`config.mk`:
```
export PLATFORM = sky130hd
export DESIGN_NAME = cond_logic
export DESIGN_NICKNAME = d
export VERILOG_FILES = /design/src/rtl/cond_logic.sv
export SDC_FILE = /design/constraint.sdc
export NUM_CORES = 1
export LEC_CHECK = 0
export BUFFER_PORTS_ARGS = -buffer_cell sky130_fd_sc_hd__clkbuf_2
export CAP_MARGIN = 20
export CORE_AREA = 10 10 47 49
export CTS_CLUSTER_DIAMETER = 50
export DETAILED_ROUTE_END_ITERATION = 6
export DIE_AREA = 0 0 57 59
export PLACE_DENSITY = 0.71
export RECOVER_POWER = 25
export SYNTH_ARGS = -nofsm -noshare
export SYNTH_HDL_FRONTEND = slang
export SYNTH_SLANG_ARGS = --single-unit
```
`constraint.sdc`:
```
create_clock -name CLK -period 4.3 [get_ports CLK]
set_input_delay 0 -clock CLK [delete_from_list [all_inputs] [get_ports CLK]]
set_output_delay 0 -clock CLK [all_outputs]
set_load 0.005 [all_outputs]
```
`src/rtl/cond_logic.sv`:
```
// Conditional-execution unit: holds NZCV flags, evaluates Cond, gates PC/reg/mem writes.
// Latency: outputs are combinational (0 cycles); flag banks update on the rising CLK edge.
// Backpressure: none; the write requests are only qualified by the condition result.
module cond_logic (
  input  logic       CLK,
  input  logic       RESET,
  input  logic       PCS,
  input  logic       RegW,
  input  logic       MemW,
  input  logic [1:0] FlagW,
  input  logic [3:0] Cond,
  input  logic [3:0] ALUFlags,
  output logic       PCSrc,
  output logic       RegWrite,
  output logic       MemWrite
);

  // Two independently enabled flag banks: {N,Z} and {C,V}.
  logic [1:0] flags_nz;
  logic [1:0] flags_cv;
  logic       n, z, c, v;
  logic       condex;

  assign n = flags_nz[1];
  assign z = flags_nz[0];
  assign c = flags_cv[1];
  assign v = flags_cv[0];

  // Evaluate the condition field against the stored (pre-edge) flags only.
  always_comb begin
    condex = 1'b0;
    case (Cond)
      4'b0000: condex = z;
      4'b0001: condex = ~z;
      4'b0010: condex = c;
      4'b0011: condex = ~c;
      4'b0100: condex = n;
      4'b0101: condex = ~n;
      4'b0110: condex = v;
      4'b0111: condex = ~v;
      4'b1000: condex = c & ~z;
      4'b1001: condex = ~c | z;
      4'b1010: condex = (n == v);
      4'b1011: condex = (n != v);
      4'b1100: condex = ~z & (n == v);
      4'b1101: condex = z | (n != v);
      4'b1110: condex = 1'b1;
      default: condex = 1'b0;
    endcase
  end

  // Gate the decoder requests with the condition result.
  always_comb begin
    PCSrc    = PCS  & condex;
    RegWrite = RegW & condex;
    MemWrite = MemW & condex;
  end

  // NZ bank: loads ALU N,Z when enabled and the condition passes.
  always_ff @(posedge CLK or posedge RESET) begin
    if (RESET)
      flags_nz <= 2'b00;
    else if (FlagW[1] & condex)
      flags_nz <= ALUFlags[3:2];
  end

  // CV bank: loads ALU C,V when enabled and the condition passes.
  always_ff @(posedge CLK or posedge RESET) begin
    if (RESET)
      flags_cv <= 2'b00;
    else if (FlagW[0] & condex)
      flags_cv <= ALUFlags[1:0];
  end

endmodule

```
== Yosys cells after proc, flatten, opt, wreduce, memory -nomap -nowiden ==
Index checks and enable logic that the tools add are counted.

* Logic and storage cells: 33
* Bits of input ports: 15
* Output and inout bits: 3
* Register bits: 4

* Equal/unequal tests: 16
* Bitwise logic cells: 13
* Mux-type cells: 1
* Reduce and logical (&&, ||, !) cells: 1

{| class="wikitable"
|+ Operator list
! kind !! count
|-
| $eq A4 B4 Y1 const B || 7
|-
| $eq A4 B3 Y1 const B || 4
|-
| $pmux W1 S15 || 1
|-
| $eq A4 B2 Y1 const B || 2
|-
| $and A1 B1 Y1 || 7
|-
| $eq A4 B1 Y1 const B || 1
|-
| $logic_not A4 Y1 || 1
|-
| $not A1 Y1 || 4
|-
| $or A1 B1 Y1 || 2
|-
| $eq A1 B1 Y1 || 1
|-
| $ne A1 B1 Y1 || 1
|}

== Longest topological paths before layout ==
* Depth in word-level cells: 4
* Gate-level depth with buffers: 6
* Depth with buffers taken out: 5

== Least setup slack after synthesis ==
Ideal clock, no wire load.

* Path kind: register to register
* From: reg flags_nz[1]
* To: reg flags_cv[0]
* Cell stages (with the launch flop): 6
* Data required time: 4172 ps
* Library setup time: 128 ps
* Path buffers: 0
* Path slack: 2427 ps
* Data arrival time: 1746 ps
* Period minus slack after synthesis: 1873 ps
* Cell sequence: dfrtp_1 > or4b_1 > and4_4 > o32ai_4 > o21ai_2 > mux2_1

* Word-level cells in the longest chain between the ends: 4
* Elaborated cells between the ends (all ways): 7
* Classes of those cells: eq/ne (2); mux (1); bitwise (4)

{| class="wikitable"
|+ RTL lines
! item !! RTL line !! RTL
|-
| start: declaration || 19 || <nowiki>logic [1:0] flags_nz;</nowiki>
|-
| start signal: assignment || 64 || <nowiki>flags_nz <= ALUFlags[3:2];</nowiki>
|-
| $ne A1 B1 Y1 / $eq A1 B1 Y1 (equally long branches) || n/a ||
|-
| $or A1 B1 Y1 / $and A1 B1 Y1 (equally long branches) || 46, 45 ||
|-
| $pmux W1 S15 (*) || 32 || <nowiki>case (Cond)</nowiki>
|-
| $and A1 B1 Y1 (*) || 71 || <nowiki>else if (FlagW[0] & condex)</nowiki>
|-
| end signal: assignment || 72 || <nowiki>flags_cv <= ALUFlags[1:0];</nowiki>
|-
| end: declaration || 20 || <nowiki>logic [1:0] flags_cv;</nowiki>
|}

Every way passes the cells marked *; elsewhere a longest branch is shown, timed or not.
A chain may end at the register's enable or synchronous reset.

== Worst setup path in the final report ==
* From: reg flags_nz[1]
* To: out MemWrite

* Word-level cells in the longest chain between the ends: 4
* Elaborated cells between the ends (all ways): 7
* Classes of those cells: eq/ne (2); mux (1); bitwise (4)

{| class="wikitable"
|+ RTL lines
! item !! RTL line !! RTL
|-
| $ne A1 B1 Y1 / $eq A1 B1 Y1 (equally long branches) || n/a ||
|-
| $or A1 B1 Y1 / $and A1 B1 Y1 (equally long branches) || 46, 45 ||
|-
| $pmux W1 S15 (*) || 32 ||
|-
| $and A1 B1 Y1 (*) || 56 || <nowiki>MemWrite = MemW & condex;</nowiki>
|-
| end: declaration || 15 || <nowiki>output logic MemWrite</nowiki>
|}

Marked as above.

==> flow_summary.yaml <==
global_route:
  antenna_found_initial: 0
  gr-total-overflow: 0
  grt_pass1_wl_mm: 1.98
  grt_max_degree: 15
  grt_pass1_vias: 488
  grtUsageTotal_pct: 6.83
detailed_routing:
  vias_per_cell: 5.06
  highest_layer: "met3"
  drc: 0
  drtIter0Drc: 4
  wl_per_cell_um: 12.5
  firstDrtPassIters: 3
  wl_met1_um: 463
  met3_length_um: 51
  ant_nets: 0
  num_vias: 430
  wl_met2_um: 547
  drt_wl_total_mm: 1.06
setup_path:
  critPathMaxFanout: 7
  crit_path_top_delay_cell: "or4b_1"
  crit_path_start_kind: "flop"
  worst-setup-path-type: "flop to output pin"
  worstSetupEndpointType: "output pin"
  crit_chain: "or4b_1 > and4_4 > o32ai_4 > nor2_1 > nor2b_1 > clkbuf_2"
  crit_path_max_incr_delay_ps: 540
  worstPathRequired_ps: 4300
  cp.arrival_ps: 2020
synthesis:
  syn_nets: 62
  synthArstFlopShare_pct: 100
  ys_warn_count: 0
  syn_inst: 47
  avgSynthCellArea_sq_um: 9.45
  netlist_area_sq_um: 444
  synth_top_area_cell: "dfrtp_1"
  ys_ff_latch: 4
  synth_top_area_share_pct: 22.5
  synth-edff-count: 0
  synth_common_cells: "dfrtp_1, mux2_1, nor2b_1"
  yosys_most_used_dff: "dfrtp_1"
  yosysSeqAreaShare_pct: 22.5
  ys_top_cells_by_area: "dfrtp_1, mux2_1, o32ai_4"
  synth_cell_types: 27
clock_tree:
  cts_buffers: 3
  clock-root-buffer: "clkbuf_4"
  clock-sinks: 4
  ctsResizeCount: 0
  insertion_delay_ps: 230
  clk_pin_slew_worst_paths_ps: 30
  cts_setup_buffers: 0
  cts_tree: "built"
  htree_levels: 1
  cts_max_path_buffers: 2
  cts_hold_repair.buffers: 5
layout:
  layout.nets: 86
  stdcell_area_sq_um: 609
  final.fill_count: 145
  antenna-diode-count: 0
  area_delta_synth_final_pct: 37.2
  drive_above_1_share_pct: 37.7
timing:
  rsz0062_at_grt: "false"
  slew-limit-headroom_pct: 76.2
  whs_ps: 89.5
  setup-violations-final: 0
  fin_crit_sh_pct: 47.1
  hold_violations: 0
  worst_clock_skew_ps: 5.66
  setup_tns_ps: 0
  worst_slack_ps: 2280
  worstMarginPinSlew_ps: 349
  period_needed_ps: 2020
  fmax_ghz: 0.494
  drv_slew: 0
place:
  dpl_cell_area_sq_um: 537
  gp_congestion: 0.728
  port_buffers: 17
  hpwl_um: 871
  dp_slack_ps: 2330
floorplanning:
  core_sq_mm: 0.00140
  dieArea_sq_mm: 0.00336
  die_y_um: 59
  start_util_pct: 31.7
  placementRows: 14
  die_w_um: 57
  io_pins: 18
worst_hold_path:
  hp-class: "input port to flop"
flow_run:
  max-cap-violations: 0
pwr:
  power.leakage_nw: 0.267
  vdd_ir_drop_max_uv: 179
  p_total_uw: 184
  power_density_mw_per_mm2: 303
status:
  outcome: "completed"
## layer usage
metal | track usage [%] | vias to the layer above
met3 | 2.15 | 0
met5 | 0 | -
li1 | - | 224
met2 | 12.9 | 9
met4 | 2.01 | 0
met1 | 7.01 | 197
## path summary, 6_finish.rpt
check                            start     endpoint  slack (ps)  cells after the start
setup / recovery           flags_nz[1]     MemWrite        2280                      6
max in group asynchronous        RESET  flags_nz[1]        3960                      3
min in group asynchronous        RESET  flags_cv[0]         180                      3
hold reg to reg            flags_cv[1]  flags_cv[1]         570                      1
setup reg to reg           flags_nz[1]  flags_cv[0]        2340                      5
hold / removal                FlagW[1]  flags_nz[1]          90                      3
## power breakdown
group | internal, mW | leakage (nW) | total [mW] | switching [mW]
Combinational | 0.0422 | 0.207 | 0.0738 | 0.0316
Sequential | 0.0484 | 0.0468 | 0.0661 | 0.0177
Clock | 0.0311 | 0.0138 | 0.0444 | 0.0134
## sequential cells by signal, summed over array words and instances (netlist names)
| signal | cells |
|---|---|
| flags_cv | 2 |
| flags_nz | 2 |
## logic make-up after synthesis
kind of cell / count (synthesis) / synth area share (%)
mux: 6 / 14.6
flops: 4 / 22.5
buf+inv: 6 / 5.35
compound gates: 10 / 21.7
simple gates: 20 / 33.8
xor+xnor: 1 / 1.97
## critical path: cells and delay by family (launching register included)
| family | cells | cell delay (ps) |
|---|---|---|
| DFF | 1 | 440 |
| and+or+nand+nor | 4 | 980 |
| buffers and inverters | 1 | 130 |
| AOI/OAI and AO/OA | 1 | 260 |
## area by class of cell
cell class	instances	area, sq um	share of cell area [%]
repair buffers	22	135	22.2
clock buffers	3	22.5	3.70
flip-flops and latches	4	100	16.4
well taps	16	20.0	3.29
inverters	3	11.3	1.85
multi-input cells	37	320	52.6
## through the flow
step,util (%),std cells
floorplan,-,47
global placement,38.3,77
detailed placement,38.3,77
CTS,43.5,85
global route,43.5,85
finish,43.5,85
## placed cells by master, fill, tap and decap left out, types with 2 or more instances in the layout
| cell | n |
|---|---|
| clkbuf_2 | 17 |
| dlygate4sd3_1 | 5 |
| nor2b_1 | 4 |
| mux2_1 | 4 |
| dfrtp_1 | 4 |
| inv_1 | 3 |
| a21oi_1 | 3 |
| clkbuf_4 | 3 |
| nand2b_1 | 2 |
| nand3b_1 | 2 |
| nand4b_1 | 2 |
| mux2i_1 | 2 |
| and3b_1 | 2 |
| o21ai_2 | 2 |
Note: power is estimated with default switching activity, not from simulation.
